[src/rtl/fp_mul_hs.sv]
`default_nettype none
// ============================================================================
// Module   : fp_mul_hs
// Brief    : Handshaked sequential floating-point multiplier (shift-add core)
// Revision : 1.0 - initial release
// ============================================================================
module fp_mul_hs #(
    parameter int EXP_W = 8,
    parameter int MAN_W = 23,
    parameter int ROUND = 0
) (
    input  logic                   clk,
    input  logic                   rst,
    input  logic                   startMul,
    input  logic                   resultAccept,
    input  logic [EXP_W+MAN_W:0]   dataIn,
    input  logic                   dataReady,
    output logic [EXP_W+MAN_W:0]   resultBus,
    output logic                   dataAccept,
    output logic                   doneMul,
    output logic                   resultReady,
    output logic [2:0]             flags
);

    localparam int c_W  = 1 + EXP_W + MAN_W;
    localparam int c_N  = MAN_W + 1;
    localparam int c_CW = $clog2(c_N);
    localparam int c_XW = EXP_W + 2;

    localparam logic [c_XW-1:0]  c_BIAS = c_XW'((1 << (EXP_W - 1)) - 1);
    localparam logic [EXP_W:0]   c_EMAX = (EXP_W + 1)'((1 << EXP_W) - 1);
    localparam logic [c_CW-1:0]  c_LAST = c_CW'(c_N - 1);
    localparam logic [c_W-1:0]   c_QNAN = {1'b0, {EXP_W{1'b1}}, 1'b1, {(MAN_W-1){1'b0}}};

    localparam logic [2:0] S_LDA  = 3'd0;
    localparam logic [2:0] S_LDB  = 3'd1;
    localparam logic [2:0] S_WAIT = 3'd2;
    localparam logic [2:0] S_MUL  = 3'd3;
    localparam logic [2:0] S_NORM = 3'd4;
    localparam logic [2:0] S_OUT  = 3'd5;

    logic [2:0]       r_state;
    logic             r_arm;
    logic [c_W-1:0]   r_a;
    logic [c_W-1:0]   r_b;
    logic [2*c_N-1:0] r_prod;
    logic [c_CW-1:0]  r_cnt;

    // operand field decode
    logic             w_sign;
    logic [EXP_W-1:0] w_ea, w_eb;
    logic             w_a_zero, w_b_zero, w_a_inf, w_b_inf, w_a_nan, w_b_nan;

    assign w_sign   = r_a[c_W-1] ^ r_b[c_W-1];
    assign w_ea     = r_a[c_W-2:MAN_W];
    assign w_eb     = r_b[c_W-2:MAN_W];
    assign w_a_zero = (w_ea == '0);
    assign w_b_zero = (w_eb == '0);
    assign w_a_inf  = (w_ea == '1) && (r_a[MAN_W-1:0] == '0);
    assign w_b_inf  = (w_eb == '1) && (r_b[MAN_W-1:0] == '0);
    assign w_a_nan  = (w_ea == '1) && (r_a[MAN_W-1:0] != '0);
    assign w_b_nan  = (w_eb == '1) && (r_b[MAN_W-1:0] != '0);

    // shift-add step: conditionally add multiplicand to upper half, shift right
    logic [c_N:0] w_sum;
    assign w_sum = {1'b0, r_prod[2*c_N-1:c_N]} + (r_prod[0] ? {2'b01, r_a[MAN_W-1:0]} : '0);

    // normalise / round
    logic             w_top, w_guard, w_sticky, w_inc, w_carry, w_ovf, w_unf;
    logic [c_N-1:0]   w_sig;
    logic [c_N:0]     w_sig_r;
    logic [MAN_W-1:0] w_man;
    logic [c_XW-1:0]  w_exp;
    logic [c_W-1:0]   w_res;
    logic [2:0]       w_flg;

    assign w_top    = r_prod[2*c_N-1];
    assign w_sig    = w_top ? r_prod[2*c_N-1:c_N] : r_prod[2*c_N-2:c_N-1];
    assign w_guard  = w_top ? r_prod[c_N-1] : r_prod[c_N-2];
    assign w_sticky = w_top ? (|r_prod[c_N-2:0]) : (|r_prod[c_N-3:0]);
    assign w_inc    = (ROUND == 1) && w_guard && (w_sticky || w_sig[0]);
    assign w_sig_r  = {1'b0, w_sig} + {{c_N{1'b0}}, w_inc};
    assign w_carry  = w_sig_r[c_N];
    assign w_man    = w_carry ? w_sig_r[MAN_W:1] : w_sig_r[MAN_W-1:0];
    assign w_exp    = {2'b00, w_ea} + {2'b00, w_eb} - c_BIAS
                    + {{(c_XW-1){1'b0}}, w_top} + {{(c_XW-1){1'b0}}, w_carry};
    // exponent is signed in EXP_W+2 bits: top bit set means negative
    assign w_ovf    = !w_exp[c_XW-1] && (w_exp[EXP_W:0] >= c_EMAX);
    assign w_unf    = w_exp[c_XW-1] || (w_exp == '0);

    always_comb begin
        w_res = {w_sign, w_exp[EXP_W-1:0], w_man};
        w_flg = {2'b00, w_guard | w_sticky};
        if (w_a_nan || w_b_nan || (w_a_inf && w_b_zero) || (w_b_inf && w_a_zero)) begin
            w_res = c_QNAN;
            w_flg = 3'b000;
        end else if (w_a_inf || w_b_inf) begin
            w_res = {w_sign, {EXP_W{1'b1}}, {MAN_W{1'b0}}};
            w_flg = 3'b000;
        end else if (w_a_zero || w_b_zero) begin
            w_res = {w_sign, {(c_W-1){1'b0}}};
            w_flg = 3'b000;
        end else if (w_ovf) begin
            w_res = {w_sign, {EXP_W{1'b1}}, {MAN_W{1'b0}}};
            w_flg = 3'b100;
        end else if (w_unf) begin
            w_res = {w_sign, {(c_W-1){1'b0}}};
            w_flg = 3'b010;
        end
    end

    always_ff @(posedge clk) begin
        if (rst) begin
            r_state     <= S_LDA;
            r_arm       <= 1'b1;
            r_a         <= '0;
            r_b         <= '0;
            r_prod      <= '0;
            r_cnt       <= '0;
            resultBus   <= '0;
            flags       <= 3'b000;
            dataAccept  <= 1'b0;
            doneMul     <= 1'b0;
            resultReady <= 1'b0;
        end else begin
            dataAccept <= 1'b0;
            doneMul    <= 1'b0;
            if (!dataReady) begin
                r_arm <= 1'b1;
            end
            case (r_state)
                S_LDA: begin
                    if (dataReady && r_arm) begin
                        r_a        <= dataIn;
                        dataAccept <= 1'b1;
                        r_arm      <= 1'b0;
                        r_state    <= S_LDB;
                    end
                end
                S_LDB: begin
                    if (dataReady && r_arm) begin
                        r_b        <= dataIn;
                        dataAccept <= 1'b1;
                        r_arm      <= 1'b0;
                        r_state    <= S_WAIT;
                    end
                end
                S_WAIT: begin
                    if (startMul) begin
                        r_prod  <= {{c_N{1'b0}}, 1'b1, r_b[MAN_W-1:0]};
                        r_cnt   <= '0;
                        r_state <= S_MUL;
                    end
                end
                S_MUL: begin
                    r_prod <= {w_sum, r_prod[c_N-1:1]};
                    if (r_cnt == c_LAST) begin
                        r_state <= S_NORM;
                    end else begin
                        r_cnt <= r_cnt + 1'b1;
                    end
                end
                S_NORM: begin
                    resultBus <= w_res;
                    flags     <= w_flg;
                    r_state   <= S_OUT;
                end
                S_OUT: begin
                    // first S_OUT cycle publishes; later cycles wait for the consumer
                    if (!resultReady) begin
                        resultReady <= 1'b1;
                        doneMul     <= 1'b1;
                    end else if (resultAccept) begin
                        resultReady <= 1'b0;
                        r_state     <= S_LDA;
                    end
                end
                default: begin
                    r_state <= S_LDA;
                end
            endcase
        end
    end

endmodule
`default_nettype wire

[config.mk]
export PLATFORM = sky130hd
export DESIGN_NAME = fp_mul_hs
export DESIGN_NICKNAME = d
export VERILOG_FILES = /design/src/rtl/fp_mul_hs.sv
export SDC_FILE = /design/constraint.sdc
export NUM_CORES = 1
export LEC_CHECK = 0
export BUFFER_PORTS_ARGS = -buffer_cell sky130_fd_sc_hd__buf_2
export CAP_MARGIN = 20
export CORE_UTILIZATION = 30
export CTS_CLUSTER_DIAMETER = 30
export DETAILED_ROUTE_END_ITERATION = 7
export HOLD_SLACK_MARGIN = 0.02
export PLACE_DENSITY = 0.54
export SLEW_MARGIN = 30
export SYNTH_ARGS = -nofsm -noshare
export SYNTH_HDL_FRONTEND = slang
export SYNTH_SLANG_ARGS = --single-unit
export TNS_END_PERCENT = 5
[constraint.sdc]
create_clock -name clk -period 4.9 [get_ports clk]
set_clock_uncertainty 0.05 [all_clocks]
set_input_delay 0.245 -clock clk [delete_from_list [all_inputs] [get_ports clk]]
set_output_delay 0.245 -clock clk [all_outputs]
set_load 0.01 [all_outputs]
==> impl_metrics.csv, run 1 <==
group,metric,value,unit
status,status,"completed",
sta,fmax,282,MHz
floorplan,core_area,25400,µm²
global_routing,grt_overflow,0,
sta,tightest_slew,0.866,ns
yosys,synth_area_leaders,"dfxtp_1 41%, nand2_1 8.8%, ha_1 6.5%",
drt,drt_pass1_iterations,5,
power,combPwrFrac,0.147,
setup_path,end_kind,"flip-flop",
yosys,synth_xor_xnor_area_share,0.0379,
global_routing,grt_max_degree,83,
sta,slew_headroom,0.422,
clock_tree,cts_buffer_depth,2,
yosys,synth_top_family_by_area,"simple AND/OR/NAND/NOR gates",
yosys,synthAdderAreaFrac,0.0704,
yosys,synth_cells,963,
sta,setup_tns,0,ns
sta,final-setup-viol-count,0,
setup_path,start_kind,"flip-flop",
place,place_inst,1324,
finish,final_common_cell,"nand2_1",
power,p_clk_frac,0.405,
yosys,ys_types,60,
finish,syn2layout_area_growth,19.2,%
yosys,syn_nets,1043,
global_routing,antenna_found_initial,0,
drt,drc,0,
drt,viasPerCell,5.04,
clock_tree,htreeDepth,4,
setup_path,worstPathArrival,3.85,ns
setup_path,cp_max_fo,23,
drt,drt-total-wl,20800,µm
finish,nets,1120,
yosys,syn_area,7850,µm²
clock_tree,cts-root-buf,"clkbuf_16",
place,place_hpwl,14800,µm
place,io_buffers,74,
yosys,avgSynthCellArea,8.15,µm²
floorplan,start_util,0.309,
finish,diodes,0,
setup_path,r2r_setup_slack,1.36,ns
power,p_switching,0.982,mW
power,p_per_area,347,nW/µm²
floorplan,design.die.area,26800,µm²
setup_path,slowest_delay,0.65,ns
clock_tree,cts_sinks,159,
yosys,muxShareOfSynthArea,0.0319,
sta,rsz0062_at_grt,"false",
setup_path,cp.required,5.21,ns
clock_tree,cts_tree,"yes",
clock_tree,clk_pin_slew,0.07,ns
hold_path,worst_hold_path_type,"input port to flip-flop",
floorplan,rows,58,
sta,finalCriticalPeriod,3.54,ns
yosys,synth_top_area_share,0.405,
power,p_int,2.26,mW
power,seq_power_share,0.448,
global_routing,grt_pass1_wl,34200,µm
sta,hold_viol,0,
clock_tree,numCtsBuffers,17,
global_routing,grt_use_total,0.162,
setup_path,cp_cell_sequence,"inv_1, ha_1, inv_1, ha_1, fa_1, a21o_1, a21oi_1, o21ai_0, xnor2_1, o21bai_1, or4_4, o21ai_0",
sta,drv_slew,0,
floorplan,dieHeight,164,µm
drt,ant_nets,0,
finish,final_cell_mix,"185 x nand2_1, 159 x dfxtp_1, 101 x a21oi_1",
place,place.gp.congestion,0.852,
sta,finalCritPeriodShare,0.723,
power,p_leak,3.84,nW
setup_path,cpMaxStageDelayCell,"or4_4",
drt,vias,6975,
finish,drive_gt1_frac,0.135,
yosys,synth_ff_type,"dfxtp_1",
power,ir_drop,0.178,mV
drt,wl_per_cell,15.0,µm
yosys,synth_compound_area_frac,0.193,
floorplan,ioPinCount,75,
drt,dr.first_iter.drc_count,378,
yosys,synth-seq-cells,159,
setup_path,criticalPathCategory,"flip-flop to flip-flop",
run,cap_violations,0,
yosys,yosysTopAreaCell,"dfxtp_1",
yosys,async_flop_share,0,
yosys,yosysSeqAreaShare,0.405,
yosys,yosys.area_share.simple,0.229,
power,p_sw_frac,0.303,
yosys,yosysWarnings,0,
clock_tree,post_cts_buffers,0,
yosys,synth-edff-count,0,
floorplan,die_w,164,µm
global_routing,grt_pass1_vias,6442,
finish,final_cells,1383,
clock_tree,worstSkewPairLatency,0.44,ns
[path summary, 6_finish.rpt]
path / from / endpoint / depth (start not counted)
setup / recovery: r_a[23] / resultBus[17] / 12
hold reg to reg: resultBus[16] / resultBus[16] / 2
hold / removal: dataIn[1] / r_b[1] / 3
setup reg to reg: r_a[23] / resultBus[17] / 12
[cell families (layout without fill, tap and decap cells)]
| family | count (synthesis) | in the layout |
|---|---|---|
| xor+xnor | 34 | 34 |
| fa+ha+maj | 43 | 43 |
| compound gates | 244 | 244 |
| simple gates | 395 | 395 |
| flops | 159 | 159 |
| mux | 25 | 25 |
| buf+inv | 63 | 153 |
[metal layers]
| layer | share of wire | GRT usage |
|---|---|---|
| met4 | 0.012 | 0.0480 |
| met3 | 0.038 | 0.0293 |
| met2 | 0.44 | 0.250 |
| met1 | 0.51 | 0.229 |
| met5 | 0 | 0 |
[registers in the layout (all words and copies together), names as in the netlist]
| signal | cells |
|---|---|
| r_b | 32 |
| r_cnt | 5 |
| r_prod | 48 |
| dataAccept | 1 |
| r_arm | 1 |
| r_a | 32 |
| flags | 3 |
| r_state | 3 |
| resultReady | 1 |
| doneMul | 1 |
| resultBus | 32 |
[stage by stage]
stage | setup slack, ns | power, mW | hold WS (ns) | area, µm² | utilization
final | 1.36 | 3.25 | 0.0345 | 9360 | 0.369
after global routing | 1.03 | 3.41 | 0.0228 | 9360 | 0.369
after CTS | 1.35 | 3.28 | 0.0208 | 9360 | 0.368
after detailed placement | 1.35 | 1.95 | 0.386 | 8510 | 0.335
after global placement | 1.42 | 1.94 | 0.382 | 8500 | 0.335
after floorplan | 1.39 | 1.79 | 0.267 | 7850 | -
[final cells by class]
| class | count | area, µm² |
|---|---|---|
| Sequential cell | 159 | 3180 |
| Timing Repair Buffer | 110 | 711 |
| Inverter | 11 | 41.3 |
| Clock inverter | 15 | 150 |
| Fill cell | 2706 | 16000 |
| Tap cell | 330 | 413 |
| Clock buffer | 17 | 425 |
| Multi-Input combinational cell | 741 | 4440 |
[power by group through the flow]
stage / clock, mW / sequential (mW) / combinational [mW]
3_3_place_gp: 0 / 1.48 / 0.460
6_report: 1.31 / 1.45 / 0.478
3_5_place_dp: 0 / 1.48 / 0.463
5_1_grt: 1.41 / 1.47 / 0.537
4_1_cts: 1.35 / 1.45 / 0.484
2_1_floorplan: 0 / 1.44 / 0.343
[worst max-delay path, delay by kind of cell (launching register included)]
kind	cells	cell delay [ns]
and+or+nand+nor	1	0.65
DFF	1	0.36
adders and majority gates	3	0.88
xor gates and xnor gates	1	0.21
AOI/OAI and AO/OA	5	1.20
buffers and inverters	2	0.10
[Yosys cell counts, drive strengths merged (2+ instances only)]
master and count:
inv 11, nand3b 2, mux2i 25, xor2 17, and3 5, fa 2
and2 28, nor4 21, o211ai 3, buf 5, or3 3, nand2 185
xnor2 17, a211oi 2, ha 41, or4 2, nand2b 6, a31oi 3
a32o 2, o21ai 54, nor3 49, nor2 66, nand3 9, dfxtp 159
a21o 12, a21oi 101, clkbuf 47, o22ai 25, nor2b 2, nand4 11
a22o 10, o21a 3, a22oi 13, a211o 2
[timing repair]
action,4_1_cts,5_1_grt
resized for setup,0,0
hold buffers,27,0
endpoints found under the hold margin,42,0
endpoints found under the setup margin,0,0
Note: power is estimated with default switching activity, not from simulation.
==> inputs of run 2 (changes only) <==
Settings changed: PLACE_DENSITY 0.54 to 0.56.
Clock period 4.9 ns to 3.03 ns, I/O delays scaled along.
==> impl_metrics.csv, run 2 (same netlist as run 1, synthesis figures left out) <==
group,metric,value,unit
status,status,"finished with violations",
status,violations,"setup timing",
place,place_hpwl,15300,µm
setup_path,cp_cell_sequence,"inv_4, ha_4, inv_2, ha_4, fa_2, a21o_1, a21oi_4, xnor2_2, o22a_1, a21oi_2, and3_4, or4_4, buf_12, o21ai_1",
sta,timing.final.ws_setup,-0.0618,ns
finish,drive_gt1_frac,0.175,
finish,final_common_cell,"nand2_1",
sta,finalCriticalPeriod,3.09,ns
global_routing,grt_max_degree,54,
global_routing,antenna_found_initial,0,
finish,largest_reg_flops,48,
drt,wl_per_cell,15.0,µm
floorplan,dieHeight,164,µm
finish,seq_area,3190,µm²
power,p_per_area,560,nW/µm²
clock_tree,htreeDepth,4,
sta,drv_slew,0,
drt,vias,7114,
global_routing,grt_pass1_vias,6705,
finish,final_cell_mix,"185 x nand2_1, 157 x dfxtp_1, 98 x a21oi_1",
floorplan,design.die.area,26800,µm²
sta,setup_tns,-0.955,ns
hold_path,worst_hold_path_type,"input port to flip-flop",
floorplan,core_area,25400,µm²
setup_path,cpMostUsedCell,"ha_4",
sta,final-setup-viol-count,23,
finish,final_util,0.388,
sta,hold_viol,0,
drt,drc,0,
floorplan,die_w,164,µm
setup_path,cp_max_fo,23,
power,p_leak,4.11,nW
finish,nets,1165,
finish,top_register,"r_prod",
drt,dr.first_iter.drc_count,431,
clock_tree,post_cts_buffers,0,
clock_tree,cts-root-buf,"clkbuf_16",
finish,multi_input_area,4500,µm²
sta,fmax,323,MHz
drt,viasPerCell,4.98,
setup_path,worstPathArrival,3.41,ns
sta,slew_headroom,0.405,
floorplan,rows,58,
clock_tree,cts_sinks,159,
finish,fillCellCount,2674,
setup_path,slowest_delay,0.52,ns
clock_tree,numCtsBuffers,17,
global_routing,grt_overflow,0,
drt,drt-total-wl,21400,µm
setup_path,cpMaxStageDelayCell,"or4_4",
setup_path,cp.required,3.35,ns
global_routing,grt_pass1_wl,34700,µm
setup_path,start_kind,"flip-flop",
sta,finalCritPeriodShare,1.02,
place,io_buffers,74,
setup_path,end_kind,"flip-flop",
global_routing,grt_use_total,0.166,
floorplan,ioPinCount,75,
finish,diodes,0,
sta,rsz0062_at_grt,"true",
clock_tree,worstSkewPairLatency,0.44,ns
clock_tree,cts_buffer_depth,2,
power,ir_drop,0.330,mV
sta,tightest_slew,0.891,ns
drt,ant_nets,0,
drt,drt_pass1_iterations,5,
clock_tree,cts_tree,"yes",
finish,syn2layout_area_growth,25.4,%
run,cap_violations,0,
setup_path,criticalPathCategory,"flip-flop to flip-flop",
place,place.gp.congestion,0.882,
clock_tree,clk_pin_slew,0.07,ns
floorplan,start_util,0.309,
==> run 2: cell count changes in the layout (fill, tap and decap cells not counted), moves of 2 or more <==
cell | before | now
a21oi_2 | 0 | 2
dlygate4sd3_1 | 27 | 34
inv_1 | 11 | 9
dfxtp_2 | 0 | 2
o21ai_0 | 34 | 31
dfxtp_1 | 159 | 157
ha_4 | 0 | 2
o21ai_1 | 1 | 4
ha_1 | 41 | 39
buf_4 | 10 | 47
bufinv_16 | 1 | 3
a21oi_1 | 101 | 98
clkbuf_8 | 0 | 2
==> run 2: power by group <==
| part | internal [mW] | switching [mW] | total, mW |
|---|---|---|---|
| clock network | 1.36 | 0.946 | 2.30 |
| logic | 0.355 | 0.536 | 0.891 |
| registers | 2.22 | 0.101 | 2.32 |
==> run 2: worst paths after layout <==
kind	start	end	slack (ns)	cells after the start
hold reg to reg	resultBus[18]	resultBus[18]	0.39	2
setup reg to reg	r_prod[47]	resultBus[16]	-0.06	14
setup / recovery	r_prod[47]	resultBus[16]	-0.06	14
hold / removal	rst	r_state[0]	0.15	2
==> run 2: layer usage <==
metal / GRT usage / up-vias / part of all wire
met5: 0 / - / 0
met4: 0.0505 / 0 / 0.015
met3: 0.0321 / 21 / 0.036
met2: 0.263 / 113 / 0.45
met1: 0.226 / 3322 / 0.49
li1: - / 3658 / -
==> run 2: stage by stage <==
stage	cells	power [mW]	hold slack [ns]	area [µm²]	setup slack [ns]
floorplan	963	2.90	0.173	7910	-0.111
global placement	1362	3.21	0.300	8840	-0.0908
detailed placement	1362	3.22	0.304	8840	-0.156
CTS	1428	5.57	0.150	9820	-0.0683
global route	1428	5.76	0.166	9850	-0.214
finish	1428	5.51	0.151	9850	-0.0618
==> run 2: repair_timing <==
item	4_1_cts	5_1_grt
hold endpoints to repair	68	0
hold buffers	34	0
endpoints found under the setup margin	23	34
resized for setup	6	5
pin swaps	0	1
==> run 2: final cells by class <==
class	count	share of cell area
clock inverters	13	0.0179
clock buffers	19	0.0460
multi-input cells	741	0.457
repair buffers	155	0.110
inverters	11	0.00445
flip-flops and latches	159	0.324
well taps	330	0.0419
==> run 2: critical path: cells and delay by family (launching register included) <==
| family | cells | cell delay, ns |
|---|---|---|
| XOR/XNOR | 1 | 0.14 |
| AND/OR/NAND/NOR | 2 | 0.70 |
| adder cells (fa/ha/maj) | 3 | 0.77 |
| buffers and inverters | 3 | 0.26 |
| flip-flops | 1 | 0.35 |
| AO/OA/AOI/OAI | 5 | 0.74 |
